`src/rtl/lfsr_pkg.sv`:
```
// Shared types, constants and the LFSR step function for the PRBS arbiter.
// The step is the x^32+x^22+x^2+x+1 polynomial in right-shift Galois form.
package lfsr_pkg;

  localparam int LFSR_W = 32;
  localparam logic [LFSR_W-1:0] LFSR_RESET = 32'h00000001;

  typedef enum logic {
    S_SERVE = 1'b0,
    S_WARM  = 1'b1
  } arb_state_e;

  function automatic logic [LFSR_W-1:0] lfsr_next(input logic [LFSR_W-1:0] q);
    logic [LFSR_W-1:0] n;
    n = {q[0], q[31:23], q[22] ^ q[0], q[21:3], q[2] ^ q[0], q[1] ^ q[0]};
    return n;
  endfunction

endpackage

```
`src/rtl/lfsr_rr_pick.sv`:
```
// Combinational round-robin selector: first set req bit at or above ptr,
// wrapping modulo NREQ.
module lfsr_rr_pick #(
  parameter int NREQ  = 4,
  parameter int PTR_W = (NREQ > 1) ? $clog2(NREQ) : 1
) (
  input  logic [NREQ-1:0]  req,
  input  logic [PTR_W-1:0] ptr,
  output logic [NREQ-1:0]  onehot,
  output logic [PTR_W-1:0] idx,
  output logic             any
);

  logic [NREQ-1:0]  rot;
  logic [PTR_W-1:0] off;
  logic [PTR_W:0]   sum;
  logic [PTR_W:0]   wrap;

  always_comb begin
    rot    = NREQ'({req, req} >> ptr);
    off    = '0;
    any    = 1'b0;
    for (int k = 0; k < NREQ; k++) begin
      if (!any && rot[k]) begin
        any = 1'b1;
        off = PTR_W'(k);
      end
    end
    // rotated offset back to an absolute requester index
    sum    = {1'b0, ptr} + {1'b0, off};
    wrap   = (sum >= (PTR_W+1)'(NREQ)) ? sum - (PTR_W+1)'(NREQ) : sum;
    idx    = PTR_W'(wrap);
    onehot = any ? (NREQ'(1) << idx) : '0;
  end

endmodule

```
`src/rtl/lfsr_prng_arbiter.sv`:
```
// Round-robin arbiter sharing one 32-bit PRBS generator among NREQ requesters.
// Optional grant counter output enabled by LFSR_ARB_STATS_EN.
//
// state   | meaning
// --------+------------------------------------------------------------
// S_SERVE | arbitrate req every edge, one word per grant, LFSR steps
// S_WARM  | post-seed warm-up: LFSR free-runs, req ignored, busy high
module lfsr_prng_arbiter
  import lfsr_pkg::*;
#(
  parameter int NREQ   = 4,
  parameter int WARMUP = 4
) (
  input  logic              sys_clk,
  input  logic              sys_rst,
  input  logic              seed_load,
  input  logic [LFSR_W-1:0] seed_val,
  input  logic [NREQ-1:0]   req,
  output logic [NREQ-1:0]   gnt,
  output logic [LFSR_W-1:0] rnd_data,
  output logic              rnd_valid,
  output logic              busy
`ifdef LFSR_ARB_STATS_EN
  ,
  output logic [15:0]       grant_cnt
`endif
);

  localparam int PTR_W = (NREQ > 1) ? $clog2(NREQ) : 1;
  localparam logic [7:0] WARM_INIT = 8'(WARMUP);

  arb_state_e        state, state_d;
  logic [LFSR_W-1:0] q, q_d;
  logic [PTR_W-1:0]  ptr, ptr_d;
  logic [7:0]        warm_cnt, warm_cnt_d;
  logic [NREQ-1:0]   gnt_d;
  logic [LFSR_W-1:0] data_d;
  logic              valid_d;

  logic [NREQ-1:0]   pick_onehot;
  logic [PTR_W-1:0]  pick_idx;
  logic              pick_any;

  lfsr_rr_pick #(
    .NREQ  (NREQ),
    .PTR_W (PTR_W)
  ) u_pick (
    .req    (req),
    .ptr    (ptr),
    .onehot (pick_onehot),
    .idx    (pick_idx),
    .any    (pick_any)
  );

  always_comb begin
    state_d    = state;
    q_d        = q;
    ptr_d      = ptr;
    warm_cnt_d = warm_cnt;
    gnt_d      = '0;
    valid_d    = 1'b0;
    data_d     = rnd_data;
    // a seed strobe overrides both serving and warm-up
    if (seed_load) begin
      q_d        = (seed_val == '0) ? LFSR_RESET : seed_val;
      warm_cnt_d = WARM_INIT;
      state_d    = (WARMUP > 0) ? S_WARM : S_SERVE;
    end else begin
      case (state)
        S_SERVE: begin
          if (pick_any) begin
            gnt_d   = pick_onehot;
            valid_d = 1'b1;
            data_d  = q;
            q_d     = lfsr_next(q);
            ptr_d   = (pick_idx == PTR_W'(NREQ-1)) ? '0 : pick_idx + PTR_W'(1);
          end
        end
        S_WARM: begin
          q_d        = lfsr_next(q);
          warm_cnt_d = warm_cnt - 8'd1;
          if (warm_cnt == 8'd1) state_d = S_SERVE;
        end
        default: state_d = S_SERVE;
      endcase
    end
  end

  always_ff @(posedge sys_clk or posedge sys_rst) begin
    if (sys_rst) begin
      state     <= S_SERVE;
      q         <= LFSR_RESET;
      ptr       <= '0;
      warm_cnt  <= '0;
      gnt       <= '0;
      rnd_valid <= 1'b0;
      rnd_data  <= '0;
    end else begin
      state     <= state_d;
      q         <= q_d;
      ptr       <= ptr_d;
      warm_cnt  <= warm_cnt_d;
      gnt       <= gnt_d;
      rnd_valid <= valid_d;
      rnd_data  <= data_d;
    end
  end

  assign busy = (state == S_WARM);

`ifdef LFSR_ARB_STATS_EN
  // saturating; seed loads deliberately leave it alone
  always_ff @(posedge sys_clk or posedge sys_rst) begin
    if (sys_rst)
      grant_cnt <= '0;
    else if (valid_d && grant_cnt != 16'hFFFF)
      grant_cnt <= grant_cnt + 16'd1;
  end
`endif

endmodule

```
`config.mk`:
```
export PLATFORM = sky130hd
export DESIGN_NAME = lfsr_prng_arbiter
export DESIGN_NICKNAME = d
export VERILOG_FILES = /design/src/rtl/lfsr_pkg.sv /design/src/rtl/lfsr_rr_pick.sv /design/src/rtl/lfsr_prng_arbiter.sv
export SDC_FILE = /design/constraint.sdc
export NUM_CORES = 1
export LEC_CHECK = 0
export ABC_AREA = 1
export CAP_MARGIN = 20
export CORE_MARGIN = 2
export CORE_UTILIZATION = 52
export CTS_CLUSTER_DIAMETER = 100
export CTS_CLUSTER_SIZE = 40
export DETAILED_ROUTE_END_ITERATION = 10
export GPL_TIMING_DRIVEN = 1
export PLACE_DENSITY = 0.8
export SLEW_MARGIN = 20
export SYNTH_ARGS = -nofsm -noshare
export SYNTH_HDL_FRONTEND = slang
export SYNTH_SLANG_ARGS = --single-unit
export TNS_END_PERCENT = 100
```
`constraint.sdc`:
```
create_clock -name sys_clk -period 3 [get_ports sys_clk]
set_input_delay 0.6 -clock sys_clk [delete_from_list [all_inputs] [get_ports sys_clk]]
set_output_delay 0.6 -clock sys_clk [all_outputs]
set_load 0.05 [all_outputs]
```
**After elaboration in Yosys (flattened, before gate mapping)**

Cells that the tools add are included.

- Add/subtract/negate cells: 4
- Reduce and logical (&&, ||, !) cells: 9
- Mux-type cells: 24
- Multipliers: 0
- Magnitude comparators: 1
- Shift operators: 2
- Div/mod/pow operators: 0
- Equality and inequality tests: 3
- Bitwise gates (word level): 5

Operators with widths:

| operator | count |
|---|---|
| 32-bit two-way mux | 3 |
| 32-bit case mux with 2 select lines | 1 |
| 32-bit logical NOT | 1 |
| 8-bit two-way mux | 2 |
| 4-bit two-way mux | 3 |
| 1-bit two-way mux | 11 |
| 8-bit by 1-bit == test with 1-bit output (second input constant) | 1 |
| 2-bit two-way mux | 4 |
| 8-bit by 2-bit >> shifter with 4-bit output | 1 |
| 8-bit by 1-bit subtractor with 8-bit output (second input constant) | 1 |
| 1-bit by 2-bit << shifter with 4-bit output (first input constant) | 1 |
| 2-bit by 2-bit adder with 3-bit output | 1 |
| 3-bit >= comparator (second input constant) | 1 |
| 1-bit logical AND | 3 |
| 1-bit logical NOT | 3 |
| 3-bit inequality test (second input constant) | 1 |
| 3-bit AND reduction | 1 |
| 1-bit XOR | 3 |
| 2-bit by 1-bit adder with 2-bit output (second input constant) | 1 |
| 2-bit == test (second input constant) | 1 |
| 1-bit NOT | 2 |
| 2-bit nonzero test | 1 |
| 2-bit by 1-bit subtractor with 2-bit output (second input constant) | 1 |

- Bits in read-only memories: 0
- Latch bits: 0
- Output and inout port bits: 38
- Memories kept: 0
- Flip-flop bits (word level): 80
- Logic and storage cells: 55
- Bits in writable memories: 0
- Input port bits: 39

**Depth between registers and ports, before layout**

Gate-level depths: netlist of run 1.

- Depth after elaboration: 18
- Depth in mapped cells: 13
- Gate-level depth less buffers: 13

**By module**

Synthesis of run 1 repeated with hierarchy kept, for this count alone.

- Cells, all modules: 439
- Area, all modules: 3693.5 µm²

Modules (own cells, without submodules):

| module | seq. area each (µm²) | times used | cells an instance | area each (µm²) |
|---|---|---|---|---|
| lfsr_prng_arbiter | 2003.2 | 1 | 396 | 3480.8 |
| lfsr_rr_pick | 0.0 | 1 | 43 | 212.7 |

**Least setup slack after synthesis of run 1**

OpenSTA, ideal clock, no wires.

- Path kind: input -> register
- Start: in req[1]
- End: reg ptr[1]
- Library setup time: 116 ps
- Data arrival time: 1913 ps
- Setup slack: 971 ps
- Path buffers: 0
- Required time: 2884 ps
- Stages: 11
- Cell sequence: nand2_1 nand3_1 nand2_1 nand3_1 a21boi_0 ha_1 xnor2_1 xor2_1 ha_1 nand2_1 nand2_1

- Cells in the longest elaborated chain, start to end: 16
- Elaborated cells between the ends (all ways): 22
- Those cells by class: add/sub (3); order compare (1); eq/ne (1); shift (1); mux (9); reduce/logical (7)

RTL lines:

| what | RTL line | RTL |
|---|---|---|
| start: declaration | lfsr_prng_arbiter.sv:18 | `input logic [NREQ-1:0] req,` |
| 8-bit by 2-bit >> shifter with 4-bit output (*) | lfsr_rr_pick.sv:20 | `rot = NREQ'({req, req} >> ptr);` |
| 1-bit two-way mux | lfsr_rr_pick.sv:24 | `if (!any && rot[k]) begin` |
| 1-bit logical NOT | lfsr_rr_pick.sv:24 |  |
| 1-bit logical AND | lfsr_rr_pick.sv:24 |  |
| 1-bit two-way mux | lfsr_rr_pick.sv:24 |  |
| 1-bit logical NOT | lfsr_rr_pick.sv:24 |  |
| 1-bit logical AND | lfsr_rr_pick.sv:24 |  |
| 1-bit two-way mux | lfsr_rr_pick.sv:24 |  |
| 1-bit logical NOT | lfsr_rr_pick.sv:24 |  |
| 1-bit logical AND | lfsr_rr_pick.sv:24 |  |
| 2-bit two-way mux | lfsr_rr_pick.sv:24 |  |
| 2-bit by 2-bit adder with 3-bit output | lfsr_rr_pick.sv:30 | `sum = {1'b0, ptr} + {1'b0, off};` |
| 3-bit >= comparator / 2-bit by 1-bit subtractor with 2-bit output (equally long branches) | lfsr_rr_pick.sv:31 | `wrap = (sum >= (PTR_W+1)'(NREQ)) ? sum - (PTR_W+1)'(NREQ) : sum;` |
| 2-bit two-way mux | lfsr_rr_pick.sv:31 |  |
| 2-bit by 1-bit adder with 2-bit output / 2-bit == test (equally long branches) | lfsr_prng_arbiter.sv:76 | `ptr_d = (pick_idx == PTR_W'(NREQ-1)) ? '0 : pick_idx + PTR_W'(1);` |
| 2-bit two-way mux | lfsr_prng_arbiter.sv:76 |  |
| end signal: assignment | lfsr_prng_arbiter.sv:101 | `ptr <= ptr_d;` |
| end: declaration | lfsr_prng_arbiter.sv:34 | `logic [PTR_W-1:0] ptr, ptr_d;` |

Every way passes the cells marked *; elsewhere a longest branch is shown, timed or not.
A chain may end at the register's enable or synchronous reset.

**Worst setup path in the final report of run 1**

- Start: in req[1]
- End: reg ptr[0]

Same word-level chain as after synthesis.

==> out/results.txt, run 1 <==
P_int -> 2.36 mW
# DRC -> 0
Final hold slack -> 0.464 ns
Antenna cells -> 0
Max IR drop VDD -> 0.000502 V
Number of global-route vias before repair -> 3,236
Total core area -> 0.00733 mm^2
PD cells -> 859 mW/mm^2
Sw Ratio -> 44.4%
Layout Nets -> 611
Met2 Track Usage GR -> 35.6%
Worst path arrival time -> 2.64 ns
Syn_nets -> 540
Type of origin of the critical path -> primary input
HPWL Detailed -> 5660 um
Area leader, netlist -> dfrtp_1
Setup TNS Final -> 0 ns
IO buf count -> 76
Final Hold Fails -> 0
Initial core utilization -> 54.4%
Die area -> 0.00839 mm^2
Yosys reg bits -> 80
Grt ovf -> 0
Iteration-0 DRC Markers -> 148
Clock Skew -> 0.00663 ns
PostCTS Resize Cnt -> 0
Die Wd -> 91.6 um
Endpoints failing setup -> 0
Synth cell types -> 24
Rows -> 31
DR vias -> 3,298
Non-filler instance count after layout -> 668
Mapped Area -> 0.00399 mm^2
# hold bufs at CTS -> 0
Peak Freq -> 416 MHz
Top Usage Layer GRT -> met2
R2R Setup Slk -> 0.75 ns
Drt total wl -> 8250 um
DR pass1 iterations -> 6
Die Ht -> 91.6 um
# IOs -> 77
Worst-Margin Slew -> 0.795 ns
Post-synthesis mux area share -> 0%
Status -> finished clean
Area growth, synth to finish -> 24.1%
First-pass GRT wire length -> 14,700 um
M3 GR Usage -> 4.73%
Critical path type -> in -> reg
Wirelength per Cell -> 12.3 um
R2r startpoint -> ptr[0]$_DFFE_PP0P_
CTS max path bufs -> 2
Top cell type's share of synthesized area -> 49.6%
Max-slew violation count -> 0
Dominant synthesized flop cell -> dfrtp_1
Post-synthesis xor/xnor area fraction -> 0.439%
Synth Area in Adders -> 2.20%
Crit-path max FO -> 3
CTS buffer count -> 9
Hold_sp -> q[4]$_DFFE_PP0P_
Clk root buf -> clkbuf_8
Max-slew headroom -> 47.0%
Detail Route Antenna Nets -> 0
Worst EP required -> 3.24 ns
FF-to-FF path depth -> 13
Mean post-synth cell area -> 8.07 um^2
Fill cell count -> 628
Hold endpoint -> rnd_data[4]$_DFFE_PP0P_
Hold Crit Class -> reg -> reg
RSZ-0062 raised after global routing -> no
Combinational share of power -> 47.6%
Fin crit period -> 2.40 ns
Clock Power Share -> 16.7%
WHS Path Cells -> 2
Total of max-cap violations -> 0
Synth area leaders -> dfrtp_1 (50%), nand2_1 (19%), o21ai_2 (6.6%)
Ys Warns -> 0
Setup Buffers After CTS -> 0
Final period util -> 80.2%
Clock Sinks -> 80
Total track usage -> 21.5%
CTS tree -> yes
GP Congestion -> 0.858
# H-tree levels -> 3
Synth Instances -> 494
Placed Cells -> 653
Seq pwr share -> 35.7%
Clock Latency Late Sink -> 0.35 ns
Number of synthesized flops with an enable pin -> 0
Asr flop ratio synth -> 100%
Crit end category -> register
Commonest non-fill, non-tap cells in the layout -> nand2_1 (199), dfrtp_1 (79), clkdlybuf4s50_1 (75)
Synth Area in Compound Gates -> 13.1%
Crit path from -> req[1]
Static leakage -> 2.47 nW
Share of layout cells above drive strength 1 -> 11.1%
Worst-path clk slew -> 0.08 ns
Simple-Gate Fraction of Synth Area -> 25.3%
Register area share after synthesis -> 50.2%
Fin util -> 67.5%
Most common cell after layout, fill and taps aside -> nand2_1
Vias/cell -> 4.94
Initial antenna violation count -> 1
Met1 global-route usage -> 28.0%
Largest family of logic cells by synthesized area -> simple AND/OR/NAND/NOR gates
Switch Pwr -> 1.89 mW
Reg2reg end -> ptr[0]$_DFFE_PP0P_
Largest net degree at the start of global routing -> 81
==> layer usage <==
layer	part of all wire (%)	routed length (um)
met1	45	3750
met2	48	3940
met3	5.1	423
met4	1.6	131
met5	0	0
==> power groups by stage <==
stage / combinational, mW / clock, mW / sequential [mW]
after floorplan: 0.750 / 0 / 2.18
after global placement: 1.95 / 0 / 1.53
after detailed placement: 2.02 / 0 / 1.53
after CTS: 2.03 / 0.732 / 1.52
after global routing: 2.20 / 0.783 / 1.56
final: 2.02 / 0.711 / 1.52
==> cells in the mapped netlist (5+ instances only) <==
cell type and count:
a21oi_1 9, buf_2 5, buf_6 9, clkbuf_1 6
dfrtp_1 79, ha_1 7, inv_1 48, nand2_1 199
nand3_1 13, nor2_1 30, o21ai_0 40, o21ai_2 30
==> stage by stage <==
stage	setup WS [ns]	cell area, um^2	power (mW)
floorplan	0.350	3990	2.93
global placement	0.440	4780	3.48
detailed placement	0.235	4780	3.56
CTS	0.606	4950	4.29
global route	0.399	4950	4.54
finish	0.595	4950	4.25
==> state kept, by name (all words and copies together), names as in the netlist <==
register / count
busy: 1
warm_cnt: 8
ptr: 2
gnt: 4
rnd_valid: 1
rnd_data: 32
q: 32
==> layout make-up <==
class	instances	area, um^2	share of cell area, %
timing repair buffer	81	818	16.5
multi-input combinational	342	1640	33.1
clock inverter	3	17.5	0.354
clock buffer	12	155	3.14
sequential	80	2000	40.5
inverter	51	193	3.89
tap	99	124	2.50
==> logic make-up (layout without fill, tap and decap cells) <==
family,Yosys count,count (layout)
AOI/OAI and AO/OA,81,81
xor gates and xnor gates,2,2
adders and majority gates,7,7
buffers and inverters,72,147
DFF,80,80
and+or+nand+nor,252,252
==> how the worst max path moves through the flow <==
stage,cells after the start,end
3_5_place_dp,13,gnt[1]$_DFF_PP0_
6_report,13,ptr[0]$_DFFE_PP0P_
4_1_cts,13,gnt[1]$_DFF_PP0_
2_1_floorplan,1,busy$_DFF_PP0_
5_1_grt,13,ptr[0]$_DFFE_PP0P_
3_3_place_gp,12,ptr[1]$_DFFE_PP0P_
==> critical path, cell delays in order <==
cell	delay [ns]
clkdlybuf4s50_1	0.44
nand2_1	0.11
nand3_1	0.08
nand2_1	0.10
nand3_1	0.07
a21boi_0	0.18
ha_1	0.19
xnor2_1	0.15
xor2_1	0.30
ha_1	0.21
inv_1	0.06
nand4_1	0.09
nand2_1	0.06
No activity file was read; power rests on OpenSTA's default activity.
==> run 2: changes to the inputs <==
--- a/config.mk
+++ b/config.mk
@@ -8,12 +8,12 @@
 export ABC_AREA = 1
 export CAP_MARGIN = 20
 export CORE_MARGIN = 2
-export CORE_UTILIZATION = 52
+export CORE_UTILIZATION = 47
 export CTS_CLUSTER_DIAMETER = 100
 export CTS_CLUSTER_SIZE = 40
 export DETAILED_ROUTE_END_ITERATION = 10
 export GPL_TIMING_DRIVEN = 1
-export PLACE_DENSITY = 0.8
+export PLACE_DENSITY = 0.76
 export SLEW_MARGIN = 20
 export SYNTH_ARGS = -nofsm -noshare
 export SYNTH_HDL_FRONTEND = slang
==> constraint.sdc (replaced) <==
create_clock -name sys_clk -period 2.2 [get_ports sys_clk]
set_input_delay 0.44 -clock sys_clk [delete_from_list [all_inputs] [get_ports sys_clk]]
set_output_delay 0.44 -clock sys_clk [all_outputs]
set_load 0.05 [all_outputs]
==> out/results.txt, run 2 (synthesis gave the netlist of run 1 again) <==
Status -> finished clean
Share of layout cells above drive strength 1 -> 15.1% (+4.0 points)
Non-filler instance count after layout -> 687 (+2.8%)
Worst EP required -> 2.44 ns (-0.80 ns)
PD cells -> 1200 mW/mm^2 (+40%)
Worst-path clk slew -> 0.09 ns (about the same)
DR vias -> 3,356 (+1.8%)
CTS buffer count -> 9 (unchanged)
Sw Ratio -> 43.7% (-0.67 points)
Switch Pwr -> 2.71 mW (+43%)
Leading registers by flop count -> q (32), rnd_data (32), warm_cnt (8)
Max-slew violation count -> 0 (unchanged)
CTS tree -> yes
Worst-Margin Slew -> 0.536 ns (-0.259 ns)
Number of global-route vias before repair -> 3,277 (+1.3%)
Die Ht -> 96.1 um (+5.0%)
# hold bufs at CTS -> 0 (unchanged)
Crit-path max FO -> 3 (unchanged)
Vias/cell -> 4.89 (-1.1%)
Max-slew headroom -> 64.2% (+17 points)
# IOs -> 77 (unchanged)
# DRC -> 0 (unchanged)
Hold Crit Class -> reg -> reg
Clock Latency Late Sink -> 0.35 ns (about the same)
Static leakage -> 2.57 nW (+4.2%)
Die Wd -> 96.1 um (+5.0%)
P_int -> 3.48 mW (+47%)
Clock Skew -> 0.0121 ns (+0.00548 ns)
CTS max path bufs -> 2 (unchanged)
Setup TNS Final -> 0 ns (unchanged)
Die area -> 0.00924 mm^2 (+10%)
Final period util -> 95.7%
Final Hold Fails -> 0 (unchanged)
Worst Slack Setup Final -> 0.0951 ns (-0.500 ns)
Seq pwr share -> 33.7% (-2.0 points)
Drt total wl -> 8850 um (+7.4%)
Area growth, synth to finish -> 29.2%
Wirelength per Cell -> 12.9 um (+4.4%)
Total track usage -> 20.3% (-1.2 points)
Peak Freq -> 475 MHz
Combinational share of power -> 48.9% (+1.3 points)
Clock Power Share -> 17.4% (+0.7 points)
DR pass1 iterations -> 4 (-2)
Grt ovf -> 0 (unchanged)
Most common cell after layout, fill and taps aside -> nand2_1
# H-tree levels -> 3 (unchanged)
Worst path arrival time -> 2.34 ns (-0.30 ns)
IO buf count -> 76 (unchanged)
Initial core utilization -> 48.5% (-5.9 points)
GP Congestion -> 0.835 (-2.6%)
Largest net degree at the start of global routing -> 66 (-19%)
Total of max-cap violations -> 0 (unchanged)
Rows -> 33 (+6.5%)
Type of origin of the critical path -> primary input
Total core area -> 0.00822 mm^2 (+12%)
Critical path type -> in -> reg
Fin util -> 62.7% (-4.8 points)
Final hold slack -> 0.467 ns (+0.00279 ns)
Iteration-0 DRC Markers -> 173 (+17%)
Placed Cells -> 665 (+1.8%)
Layout Nets -> 623 (+2.0%)
Commonest non-fill, non-tap cells in the layout -> nand2_1 (194), dfrtp_1 (77), clkdlybuf4s50_1 (71)
Fin crit period -> 2.10 ns
Initial antenna violation count -> 0 (-1)
First-pass GRT wire length -> 14,600 um (-0.71%)
Endpoints failing setup -> 0 (unchanged)
Clk root buf -> clkbuf_8
Setup slack at placement -> -0.332 ns (-0.567 ns)
HPWL Detailed -> 5920 um (+4.6%)
Clock Sinks -> 80 (unchanged)
Crit end category -> register
Max IR drop VDD -> 0.000661 V (+32%)
Antenna cells -> 0 (unchanged)
Detail Route Antenna Nets -> 0 (unchanged)
run 2: cell type report:
class	instances	area [um^2]
Clock inverter	4	55.1
Multi-Input combinational cell	343	1690
Fill cell	708	3060
Tap cell	105	131
Timing Repair Buffer	92	936
Sequential cell	80	2010
Inverter	51	198
Clock buffer	12	135
run 2: metrics by stage:
stage / total power, mW / area, um^2
floorplan: 4.00 / 3990
global placement: 4.83 / 4860
detailed placement: 4.92 / 4860
CTS: 6.00 / 5050
global route: 6.60 / 5150
finish: 6.19 / 5150
run 2: routing by layer:
metal	wire (um)	GRT usage, %
met5	0	0
met2	4270	33.4
met1	4020	26.7
met3	396	3.92
met4	166	7.50
run 2: worst paths after layout:
path	cells past startpoint	to	slack, ns	from
setup / recovery	12	ptr[1]$_DFFE_PP0P_	0.1	req[3]
min in group asynchronous	3	rnd_data[1]$_DFFE_PP0P_	0.50	sys_rst
setup reg to reg	11	ptr[1]$_DFFE_PP0P_	0.1	ptr[0]$_DFFE_PP0P_
hold reg to reg	2	rnd_data[29]$_DFFE_PP0P_	0.47	q[29]$_DFFE_PP0P_
hold / removal	2	rnd_data[29]$_DFFE_PP0P_	0.47	q[29]$_DFFE_PP0P_
max in group asynchronous	3	q[0]$_DFFE_PP1P_	1.37	sys_rst
run 2: repair_timing:
action / in CTS / in global routing
setup buffers: 0 / 5
gates resized for setup: 0 / 21
setup endpoints to repair: 0 / 9
run 2: critical path, cell delays in order:
cell and delay (ns):
clkdlybuf4s50_1 0.42, nand2_1 0.10, nand3_1 0.09, nand2_1 0.11, nand3_1 0.08, a21boi_1 0.17
ha_2 0.21, xnor2_2 0.13, xor2_2 0.20, ha_2 0.30, nand2_1 0.06, nand2_1 0.05
run 2: power groups by stage:
stage                     combinational, mW  clock [mW]  sequential [mW]
after floorplan                        1.02           0             2.97
after CTS                              2.83        1.09             2.08
after detailed placement               2.82           0             2.10
after global placement                 2.74           0             2.09
after global routing                   3.30        1.16             2.14
final                                  3.03        1.08             2.09
==> run 3: changes to the inputs <==
--- a/config.mk
+++ b/config.mk
@@ -13,7 +13,7 @@
 export CTS_CLUSTER_SIZE = 40
 export DETAILED_ROUTE_END_ITERATION = 10
 export GPL_TIMING_DRIVEN = 1
-export PLACE_DENSITY = 0.76
+export PLACE_DENSITY = 0.81
 export SLEW_MARGIN = 20
 export SYNTH_ARGS = -nofsm -noshare
 export SYNTH_HDL_FRONTEND = slang
==> out/results.txt, run 3 (synthesis gave the netlist of run 1 again) <==
Vias/cell -> 4.90 (+0.35%)
Crit path to -> ptr[1]$_DFFE_PP0P_
Worst-Margin Slew -> 0.529 ns (-0.00710 ns)
Critical path type -> in -> reg
Clock Sinks -> 80 (unchanged)
Die Wd -> 96.1 um (unchanged)
Clk root buf -> clkbuf_8
WHS Path Cells -> 2 (unchanged)
CTS max path bufs -> 2 (unchanged)
First-pass GRT wire length -> 14,700 um (+0.67%)
DR pass1 iterations -> 4 (unchanged)
Type of origin of the critical path -> primary input
Detail Route Antenna Nets -> 0 (unchanged)
Max-slew violation count -> 0 (unchanged)
Crit end category -> register
Clock Skew -> 0.00517 ns (-0.00695 ns)
Total of max-cap violations -> 0 (unchanged)
Placed Cells -> 667 (+0.30%)
# IOs -> 77 (unchanged)
Most common cell after layout, fill and taps aside -> nand2_1
IO buf count -> 76 (unchanged)
Peak Freq -> 458 MHz (-3.5%)
Final period util -> 99.2% (+3.5 points)
Initial antenna violation count -> 0 (unchanged)
CTS buffer count -> 9 (unchanged)
Final Hold Fails -> 0 (unchanged)
Crit-path max FO -> 3 (unchanged)
CTS tree -> yes
Non-filler instance count after layout -> 685 (-0.29%)
Iteration-0 DRC Markers -> 128 (-26%)
Max-slew headroom -> 64.7% (+0.48 points)
Status -> finished clean
GP Congestion -> 0.874 (+4.6%)
Static leakage -> 2.57 nW (-0.22%)
Hold Crit Class -> reg -> reg
Tot Pwr -> 6.26 mW (+1.1%)
# DRC -> 0 (unchanged)
Die Ht -> 96.1 um (unchanged)
Initial core utilization -> 48.5% (unchanged)
FF-to-FF path depth -> 12 (+1)
Leading registers by flop count -> q (32), rnd_data (32), warm_cnt (8)
Total track usage -> 20.6% (+0.22 points)
Wirelength per Cell -> 12.9 um (about the same)
Area growth, synth to finish -> 28.9%
R2R Setup Slk -> 0.03 ns (-0.07 ns)
Final hold slack -> 0.473 ns (+0.00644 ns)
Total core area -> 0.00822 mm^2 (unchanged)
Grt ovf -> 0 (unchanged)
Hold_sp -> q[14]$_DFFE_PP0P_
Fin crit period -> 2.18 ns (+0.0770 ns)
Antenna cells -> 0 (unchanged)
Share of layout cells above drive strength 1 -> 15.0% (-0.12 points)
Endpoints failing setup -> 0 (unchanged)
Rows -> 33 (unchanged)
HPWL Detailed -> 6110 um (+3.2%)
Number of global-route vias before repair -> 3,223 (-1.6%)
DR vias -> 3,358 (+0.060%)
Reg2reg end -> ptr[1]$_DFFE_PP0P_
Worst path arrival time -> 2.42 ns (+0.08 ns)
Worst-path clk slew -> 0.08 ns (about the same)
PD cells -> 1220 mW/mm^2 (+1.3%)
Largest net degree at the start of global routing -> 66 (unchanged)
Die area -> 0.00924 mm^2 (unchanged)
Layout Nets -> 622 (-0.16%)
Clock Latency Late Sink -> 0.34 ns (about the same)
R2r startpoint -> ptr[0]$_DFFE_PP0P_
Max IR drop VDD -> 0.000904 V (+37%)
Crit path from -> req[2]
Commonest non-fill, non-tap cells in the layout -> nand2_1 (197), dfrtp_1 (77), clkdlybuf4s50_1 (73)
# H-tree levels -> 3 (unchanged)
Drt total wl -> 8820 um (-0.34%)
Worst EP required -> 2.44 ns (about the same)
-- run 3: cell count changes in the layout (fill, tap and decap cells not counted), moves of 2 or more --
cell	change
nand2_1	+3
clkinv_4	-2
nand2_2	-3
dlymetal6s2s_1	-2
clkdlybuf4s50_1	+2
clkbuf_1	-2
clkinv_2	+3
-- run 3: power breakdown --
group / switching (mW) / internal, mW
Clock: 0.505 / 0.544
Combinational: 1.99 / 1.13
Sequential: 0.249 / 1.84
-- run 3: worst max-delay path, stage by stage --
cell             delay, ns
clkdlybuf4s50_1       0.48
nand2_1               0.07
nand3_1               0.13
nand3_2               0.12
a21boi_2              0.17
ha_2                  0.22
xnor2_2               0.14
xor2_2                0.22
ha_2                  0.32
nand2_1               0.07
nand2_1               0.04
-- run 3: area by class of cell --
cell class	count	area (um^2)
inverter	51	195
timing repair buffer	92	943
clock inverter	4	45.0
fill	714	3080
sequential	80	2010
multi-input combinational	342	1680
tap	105	131
clock buffer	11	141
-- run 3: how the worst min path moves through the flow --
stage	to	slack (ns)
after floorplan	warm_cnt[6]$_DFFE_PP0P_	0.43
after global placement	warm_cnt[6]$_DFFE_PP0P_	0.45
after detailed placement	rnd_data[16]$_DFFE_PP0P_	0.46
after CTS	q[0]$_DFFE_PP1P_	0.47
after global routing	rnd_data[6]$_DFFE_PP0P_	0.50
final	rnd_data[14]$_DFFE_PP0P_	0.47
-- run 3: stage by stage --
stage               area [um^2]  setup WS (ns)  utilization [%]  setup TNS [ns]
global route               5140        -0.0861             62.6          -0.361
CTS                        5080        0.00173             61.8               0
floorplan                  3990          0.260                -               0
global placement           4880         -0.185             59.4          -0.839
detailed placement         4880         -0.360             59.4           -1.76
finish                     5140         0.0181             62.6               0
-- run 3: layer usage --
layer  wire length (um)  part of all wire (%)  vias up  track usage, %
li1                   -                     -     1695               -
met1               3870                    44     1567            27.0
met2               4420                    50       84            33.2
met3                391                   4.4       12            3.84
met4                140                   1.6        0            9.05
met5                  0                     0        -               0
-- run 3: repair_timing --
item	4_1_cts	5_1_grt
hold buffers	0	0
pin swaps	1	7
endpoints found under the hold margin	0	0
setup buffers	1	2
gates cloned	0	0
endpoints found under the setup margin	6	6
gates resized for setup	3	13
